### src/rtl/riscv_pkg.sv
// Shared RISC-V pipeline definitions: datapath widths and ALU operation codes.
package riscv_pkg;

   localparam int unsigned XLEN = 32;
   localparam int unsigned REGW = 5;

   localparam logic [2:0] ALU_ADD = 3'b000;
   localparam logic [2:0] ALU_SUB = 3'b001;
   localparam logic [2:0] ALU_AND = 3'b010;
   localparam logic [2:0] ALU_OR  = 3'b011;
   localparam logic [2:0] ALU_SLT = 3'b101;

endpackage : riscv_pkg

### src/rtl/forward_mux.sv
// Operand forwarding mux: picks the newest producer of register rs.
// Ports:
//   rs               - source register index held in EX
//   reg_data         - value read from the register file at decode
//   exmem_*          - EX/MEM producer (enable, index, value), highest priority
//   memwb_*          - MEM/WB producer (enable, index, value)
//   value            - resolved operand
module forward_mux #(
   parameter int unsigned XLEN = riscv_pkg::XLEN,
   parameter int unsigned REGW = riscv_pkg::REGW
) (
   input  logic [REGW-1:0] rs,
   input  logic [XLEN-1:0] reg_data,
   input  logic            exmem_reg_write,
   input  logic [REGW-1:0] exmem_rd,
   input  logic [XLEN-1:0] exmem_result,
   input  logic            memwb_reg_write,
   input  logic [REGW-1:0] memwb_rd,
   input  logic [XLEN-1:0] memwb_result,
   output logic [XLEN-1:0] value
);

   logic exmem_hit;
   logic memwb_hit;

   // x0 is hard-wired to zero, so a producer targeting it is never a match
   assign exmem_hit = exmem_reg_write && (exmem_rd != '0) && (exmem_rd == rs);
   assign memwb_hit = memwb_reg_write && (memwb_rd != '0) && (memwb_rd == rs);

   // EX/MEM is the younger result, so it wins over MEM/WB
   always_comb begin
      value = reg_data;
      if (exmem_hit) begin
         value = exmem_result;
      end else if (memwb_hit) begin
         value = memwb_result;
      end
   end

endmodule : forward_mux

### src/rtl/id_ex_stage.sv
// ID/EX pipeline register with operand forwarding, load-use stall and bubble insertion.
// Ports:
//   clk, rst_n           - clock, asynchronous active-low reset
//   id_*                 - decoded instruction fields and register-file data
//   flush                - discard the instruction entering EX
//   exmem_*, memwb_*     - forwarding sources from later stages
//   id_stall             - combinational: hold PC and IF/ID this cycle
//   ex_valid/reg_write/mem_read/rd/alu_ctrl - registered control for EX
//   ex_a, ex_b, ex_store_data - forwarded operands (combinational on registered state)
module id_ex_stage #(
   parameter int unsigned XLEN = riscv_pkg::XLEN,
   parameter int unsigned REGW = riscv_pkg::REGW
) (
   input  logic            clk,
   input  logic            rst_n,
   input  logic            id_valid,
   input  logic [2:0]      id_alu_ctrl,
   input  logic [REGW-1:0] id_rs1,
   input  logic [REGW-1:0] id_rs2,
   input  logic [REGW-1:0] id_rd,
   input  logic [XLEN-1:0] id_rs1_data,
   input  logic [XLEN-1:0] id_rs2_data,
   input  logic [XLEN-1:0] id_imm,
   input  logic            id_alu_src,
   input  logic            id_reg_write,
   input  logic            id_mem_read,
   input  logic            flush,
   input  logic            exmem_reg_write,
   input  logic [REGW-1:0] exmem_rd,
   input  logic [XLEN-1:0] exmem_result,
   input  logic            memwb_reg_write,
   input  logic [REGW-1:0] memwb_rd,
   input  logic [XLEN-1:0] memwb_result,
   output logic            id_stall,
   output logic            ex_valid,
   output logic            ex_reg_write,
   output logic            ex_mem_read,
   output logic [REGW-1:0] ex_rd,
   output logic [2:0]      ex_alu_ctrl,
   output logic [XLEN-1:0] ex_a,
   output logic [XLEN-1:0] ex_b,
   output logic [XLEN-1:0] ex_store_data
);

   import riscv_pkg::*;

   logic            valid_q,     valid_d;
   logic [2:0]      alu_ctrl_q,  alu_ctrl_d;
   logic [REGW-1:0] rs1_q,       rs1_d;
   logic [REGW-1:0] rs2_q,       rs2_d;
   logic [REGW-1:0] rd_q,        rd_d;
   logic [XLEN-1:0] rs1_data_q,  rs1_data_d;
   logic [XLEN-1:0] rs2_data_q,  rs2_data_d;
   logic [XLEN-1:0] imm_q,       imm_d;
   logic            alu_src_q,   alu_src_d;
   logic            reg_write_q, reg_write_d;
   logic            mem_read_q,  mem_read_d;

   logic            hazard;
   logic [XLEN-1:0] fwd_rs1;
   logic [XLEN-1:0] fwd_rs2;

   // Load in EX whose result the decoding instruction needs next cycle
   assign hazard = valid_q && mem_read_q && (rd_q != '0) && id_valid &&
                   ((rd_q == id_rs1) || (rd_q == id_rs2));

   // A flushed instruction is discarded anyway, so there is nothing to hold
   assign id_stall = hazard && !flush;

   // Next-state: bubble on flush/hazard, otherwise capture decode fields
   always_comb begin
      valid_d     = 1'b0;
      alu_ctrl_d  = ALU_ADD;
      rs1_d       = '0;
      rs2_d       = '0;
      rd_d        = '0;
      rs1_data_d  = '0;
      rs2_data_d  = '0;
      imm_d       = '0;
      alu_src_d   = 1'b0;
      reg_write_d = 1'b0;
      mem_read_d  = 1'b0;
      if (!(flush || hazard)) begin
         valid_d     = id_valid;
         alu_ctrl_d  = id_alu_ctrl;
         rs1_d       = id_rs1;
         rs2_d       = id_rs2;
         rd_d        = id_rd;
         rs1_data_d  = id_rs1_data;
         rs2_data_d  = id_rs2_data;
         imm_d       = id_imm;
         alu_src_d   = id_alu_src;
         // An invalid slot must never write back or look like a load
         reg_write_d = id_reg_write && id_valid;
         mem_read_d  = id_mem_read && id_valid;
      end
   end

   // ID/EX pipeline register
   always_ff @(posedge clk or negedge rst_n) begin
      if (!rst_n) begin
         valid_q     <= 1'b0;
         alu_ctrl_q  <= '0;
         rs1_q       <= '0;
         rs2_q       <= '0;
         rd_q        <= '0;
         rs1_data_q  <= '0;
         rs2_data_q  <= '0;
         imm_q       <= '0;
         alu_src_q   <= 1'b0;
         reg_write_q <= 1'b0;
         mem_read_q  <= 1'b0;
      end else begin
         valid_q     <= valid_d;
         alu_ctrl_q  <= alu_ctrl_d;
         rs1_q       <= rs1_d;
         rs2_q       <= rs2_d;
         rd_q        <= rd_d;
         rs1_data_q  <= rs1_data_d;
         rs2_data_q  <= rs2_data_d;
         imm_q       <= imm_d;
         alu_src_q   <= alu_src_d;
         reg_write_q <= reg_write_d;
         mem_read_q  <= mem_read_d;
      end
   end

   forward_mux #(.XLEN(XLEN), .REGW(REGW)) u_fwd_rs1 (
      .rs              (rs1_q),
      .reg_data        (rs1_data_q),
      .exmem_reg_write (exmem_reg_write),
      .exmem_rd        (exmem_rd),
      .exmem_result    (exmem_result),
      .memwb_reg_write (memwb_reg_write),
      .memwb_rd        (memwb_rd),
      .memwb_result    (memwb_result),
      .value           (fwd_rs1)
   );

   forward_mux #(.XLEN(XLEN), .REGW(REGW)) u_fwd_rs2 (
      .rs              (rs2_q),
      .reg_data        (rs2_data_q),
      .exmem_reg_write (exmem_reg_write),
      .exmem_rd        (exmem_rd),
      .exmem_result    (exmem_result),
      .memwb_reg_write (memwb_reg_write),
      .memwb_rd        (memwb_rd),
      .memwb_result    (memwb_result),
      .value           (fwd_rs2)
   );

   assign ex_valid      = valid_q;
   assign ex_reg_write  = reg_write_q;
   assign ex_mem_read   = mem_read_q;
   assign ex_rd         = rd_q;
   assign ex_alu_ctrl   = alu_ctrl_q;
   assign ex_a          = fwd_rs1;
   assign ex_b          = alu_src_q ? imm_q : fwd_rs2;
   assign ex_store_data = fwd_rs2;

endmodule : id_ex_stage

### config.mk
export PLATFORM = sky130hd
export DESIGN_NAME = id_ex_stage
export DESIGN_NICKNAME = d
export VERILOG_FILES = /design/src/rtl/riscv_pkg.sv /design/src/rtl/forward_mux.sv /design/src/rtl/id_ex_stage.sv
export SDC_FILE = /design/constraint.sdc
export NUM_CORES = 1
export LEC_CHECK = 0
export BUFFER_PORTS_ARGS = -buffer_cell sky130_fd_sc_hd__buf_4
export CAP_MARGIN = 0
export CORE_UTILIZATION = 40
export DETAILED_ROUTE_END_ITERATION = 12
export GPL_ROUTABILITY_DRIVEN = 0
export PLACE_DENSITY = 0.82
export SYNTH_ARGS = -nofsm -noshare
export SYNTH_HDL_FRONTEND = slang
export SYNTH_SLANG_ARGS = --single-unit
### constraint.sdc
create_clock -name clk -period 2.5 [get_ports clk]
set_clock_uncertainty 0.1 [all_clocks]
set_input_delay 0.5 -clock clk [delete_from_list [all_inputs] [get_ports clk]]
set_output_delay 0.5 -clock clk [all_outputs]
set_load 0.1 [all_outputs]
==> run_summary.xml <==
<?xml version="1.0" encoding="UTF-8"?>
<metrics>
  <group name="floorplanning">
    <metric name="floorplan.rows" unit="">45</metric>
    <metric name="io_pins" unit="">305</metric>
    <metric name="floorplan.die_area" unit="um^2">16000</metric>
    <metric name="dieWidth" unit="um">126</metric>
    <metric name="die_h" unit="um">126</metric>
    <metric name="coreArea" unit="um^2">15100</metric>
    <metric name="floorplan.initialDensity" unit="%">40.9</metric>
  </group>
  <group name="logic_synthesis">
    <metric name="syn_avg_cell_area" unit="um^2">9.86</metric>
    <metric name="ys_seq_area_share" unit="%">47.7</metric>
    <metric name="synth_area_leader_cell" unit="">sky130_fd_sc_hd__dfrtp_1</metric>
    <metric name="post_synthesis_cell_area" unit="um^2">6190</metric>
    <metric name="postSynthNetCount" unit="">825</metric>
    <metric name="yosys_warnings" unit="">0</metric>
    <metric name="netlist-cell-type-count" unit="">35</metric>
    <metric name="postSynthRegisterBits" unit="">118</metric>
    <metric name="synth.top_cells.by_area" unit="">sky130_fd_sc_hd__dfrtp_1, sky130_fd_sc_hd__and2_1, sky130_fd_sc_hd__mux2i_1, sky130_fd_sc_hd__mux2_2, sky130_fd_sc_hd__xnor2_1</metric>
    <metric name="syn-instance-count" unit="">628</metric>
    <metric name="synthDominantCellAreaShare" unit="%">47.7</metric>
  </group>
  <group name="layout">
    <metric name="stdcell_count" unit="">1212</metric>
    <metric name="most_frequent_cells_in_the_layout" unit="">sky130_fd_sc_hd__buf_4, sky130_fd_sc_hd__and2_1, sky130_fd_sc_hd__buf_12, sky130_fd_sc_hd__dfrtp_1, sky130_fd_sc_hd__buf_6</metric>
    <metric name="layout.cells.most_common" unit="">sky130_fd_sc_hd__buf_4</metric>
    <metric name="fin_nets" unit="">1207</metric>
    <metric name="flow.area_growth_from_synthesis" unit="%">122</metric>
    <metric name="finish.utilization" unit="%">90.7</metric>
    <metric name="final_layout_size_suffix_gt1_share" unit="%">69.5</metric>
  </group>
  <group name="timing">
    <metric name="worst_slew_pin_slew" unit="ns">0.617</metric>
    <metric name="slew_viol_final" unit="">0</metric>
    <metric name="max_clock_freq" unit="GHz">0.310</metric>
    <metric name="rsz_0062_raised_after_global_routing" unit="">yes</metric>
    <metric name="final-setup-viol-count" unit="">97</metric>
    <metric name="finalHoldViolCount" unit="">0</metric>
    <metric name="setup_ws" unit="ns">-0.731</metric>
    <metric name="final_min_period_over_clock_period" unit="%">129</metric>
    <metric name="min_period" unit="ns">3.23</metric>
    <metric name="slew-limit-headroom" unit="%">58.9</metric>
  </group>
  <group name="grt">
    <metric name="overall_global_routing_resource_usage" unit="%">38.6</metric>
    <metric name="number_of_global_route_vias_before_repair" unit="">7753</metric>
    <metric name="grt_first_pass_wirelength" unit="um">45300</metric>
    <metric name="grt_start_max_net_pins" unit="">59</metric>
    <metric name="grt_overflow" unit="">0</metric>
    <metric name="initial_antenna_violation_count" unit="">1</metric>
  </group>
  <group name="setup_path">
    <metric name="crit_arrival" unit="ns">2.63</metric>
    <metric name="path_class" unit="">reg2out</metric>
    <metric name="cp_max_fo" unit="">24</metric>
    <metric name="cp-end-kind" unit="">output pin</metric>
    <metric name="timing.critical_path.required" unit="ns">1.90</metric>
    <metric name="worst_setup_path_start_kind" unit="">flip-flop</metric>
  </group>
  <group name="run">
    <metric name="maxCapViolations" unit="">0</metric>
  </group>
  <group name="clocking">
    <metric name="cts_made_buffers" unit="">17</metric>
    <metric name="tritoncts" unit="">built</metric>
    <metric name="htree_num_levels" unit="">4</metric>
    <metric name="clk_latency" unit="ns">0.42</metric>
    <metric name="clock_sink_count" unit="">118</metric>
    <metric name="clock-root-buffer" unit="">sky130_fd_sc_hd__clkbuf_16</metric>
    <metric name="clk_transition_reported_paths" unit="ns">0.06</metric>
    <metric name="clockBufferDepth" unit="">2</metric>
  </group>
  <group name="route">
    <metric name="final_antenna_net_count" unit="">0</metric>
    <metric name="drc" unit="">0</metric>
    <metric name="via_per_inst" unit="">5.95</metric>
    <metric name="num_vias" unit="">7213</metric>
    <metric name="initialDrtViolationCount" unit="">425</metric>
    <metric name="route.detailed.wl_per_inst" unit="um">29.1</metric>
    <metric name="route.final.wire_length" unit="um">35300</metric>
    <metric name="drt_pre_antenna_iters" unit="">4</metric>
  </group>
  <group name="placement">
    <metric name="port-buffer-count" unit="">304</metric>
    <metric name="place_inst" unit="">1146</metric>
    <metric name="dpl.hpwl" unit="um">16200</metric>
  </group>
  <group name="power">
    <metric name="static-leakage-power" unit="uW">0.00588</metric>
    <metric name="power_density" unit="nW/um^2">568</metric>
    <metric name="max-vdd-ir-drop" unit="V">0.000496</metric>
  </group>
  <group name="run_status">
    <metric name="status" unit="">complete, but fails checks</metric>
    <metric name="failed_checks" unit="">setup timing</metric>
  </group>
  <group name="min_path">
    <metric name="hold_path.class" unit="">in2reg</metric>
  </group>
</metrics>
-- cell families (layout without fill, tap and decap cells) --
| family | Yosys count | after routing | synth area share [%] |
|---|---|---|---|
| muxes | 56 | 56 | 9.54 |
| DFF | 118 | 118 | 47.7 |
| buffers and inverters | 69 | 464 | 4.81 |
| xor gates and xnor gates | 30 | 30 | 4.36 |
| and+or+nand+nor | 252 | 252 | 22.6 |
| other | 0 | 1 | 0 |
| AOI/OAI and AO/OA | 103 | 103 | 11.0 |
-- worst max-delay path, cell delays in order (launching register included) --
cell,delay (ns)
sky130_fd_sc_hd__dfrtp_1,0.42
sky130_fd_sc_hd__xnor2_1,0.21
sky130_fd_sc_hd__nand4_1,0.14
sky130_fd_sc_hd__buf_6,0.16
sky130_fd_sc_hd__bufbuf_16,0.32
sky130_fd_sc_hd__o21ai_1,0.26
sky130_fd_sc_hd__a31oi_4,0.17
sky130_fd_sc_hd__mux2_4,0.34
sky130_fd_sc_hd__buf_12,0.18
-- final timing paths --
| check | startpoint | cells after the start | end | slack, ns |
|---|---|---|---|---|
| max in group asynchronous | rst_n | 3 | rs1_data_q[21] | 1.00 |
| worst max-delay path | rs2_q[2] | 8 | ex_b[3] | -0.73 |
| worst min register to register | ex_mem_read | 3 | ex_valid | 0.81 |
| min in group asynchronous | rst_n | 2 | rs1_data_q[10] | 0.57 |
| worst min-delay path | id_rs1_data[20] | 2 | rs1_data_q[20] | 0.19 |
| worst max register to register | ex_rd[4] | 7 | rs1_data_q[24] | 0.31 |
-- stage by stage --
| step | total power (uW) | hold WS, ns | setup WS, ns | TNS [ns] | area (um^2) |
|---|---|---|---|---|---|
| after floorplan | 3620 | 0.104 | -0.851 | -48.34 | 7350 |
| after global placement | 4290 | 0.425 | -0.645 | -51.34 | 10300 |
| after detailed placement | 4320 | 0.418 | -0.680 | -54.97 | 10300 |
| after CTS | 7540 | 0.170 | -0.578 | -48.08 | 13300 |
| after global routing | 7960 | 0.175 | -0.779 | -60.70 | 13700 |
| final | 7800 | 0.188 | -0.731 | -55.29 | 13700 |
-- area by class of cell --
class | count | area (um^2)
flip-flops and latches | 118 | 2960
multi-input cells | 441 | 5010
repair buffers | 408 | 4800
well taps | 188 | 235
inverters | 24 | 90.1
fillers | 501 | 1400
clock buffers | 21 | 470
diodes | 1 | 2.50
clock inverters | 11 | 173
-- Yosys cell counts --
cell / n
sky130_fd_sc_hd__a221oi_1: 8
sky130_fd_sc_hd__o211ai_4: 1
sky130_fd_sc_hd__nand2_1: 11
sky130_fd_sc_hd__a21oi_1: 35
sky130_fd_sc_hd__a31oi_1: 14
sky130_fd_sc_hd__or4_1: 1
sky130_fd_sc_hd__nand4_1: 3
sky130_fd_sc_hd__o21ai_0: 25
sky130_fd_sc_hd__mux2_2: 24
sky130_fd_sc_hd__nor2_1: 53
sky130_fd_sc_hd__xnor2_2: 1
sky130_fd_sc_hd__o31ai_1: 8
sky130_fd_sc_hd__nand2b_1: 1
sky130_fd_sc_hd__a31oi_2: 10
sky130_fd_sc_hd__xor2_1: 4
sky130_fd_sc_hd__or4_4: 2
sky130_fd_sc_hd__nor3_1: 25
sky130_fd_sc_hd__nand3_1: 4
sky130_fd_sc_hd__buf_1: 4
sky130_fd_sc_hd__o22ai_1: 1
sky130_fd_sc_hd__buf_4: 2
sky130_fd_sc_hd__or3_1: 24
sky130_fd_sc_hd__and3_1: 8
sky130_fd_sc_hd__clkbuf_1: 29
sky130_fd_sc_hd__buf_2: 7
sky130_fd_sc_hd__xnor2_1: 25
sky130_fd_sc_hd__and2_1: 117
sky130_fd_sc_hd__buf_6: 3
sky130_fd_sc_hd__inv_1: 24
sky130_fd_sc_hd__or2_1: 1
sky130_fd_sc_hd__nor4_2: 1
sky130_fd_sc_hd__dfrtp_1: 118
sky130_fd_sc_hd__mux2i_1: 32
sky130_fd_sc_hd__or2_2: 1
sky130_fd_sc_hd__o211ai_2: 1
-- flip-flops by register name (all words and copies together) (netlist names) --
name          count
rs1_data_q       32
ex_mem_read       1
alu_src_q         1
rs2_q             5
rs1_q             5
ex_valid          1
ex_rd             5
imm_q            32
rs2_data_q       32
ex_alu_ctrl       3
ex_reg_write      1
-- routing by layer --
layer	vias to the layer above	routed length [um]	track usage, %
met5	-	0	0
met4	0	3000	27.3
met3	200	2880	9.49
met2	502	17800	69.4
met1	3577	11600	39.3
li1	2934	-	-
-- report_power, final --
group | switching (uW) | internal, uW
Combinational | 1800 | 1220
Clock | 949 | 1750
Sequential | 78.2 | 2010
Total | 2830 | 4980
-- timing repair --
| action | in CTS | in global routing |
|---|---|---|
| hold endpoints to repair | 38 | 0 |
| hold buffers | 1 | 0 |
| endpoints found under the setup margin | 96 | 97 |
| cloned | 5 | 3 |
| resized for setup | 466 | 73 |
| buffers inserted | 12 | 13 |
| pin swaps | 26 | 25 |
Note: power is estimated with default switching activity, not from simulation.
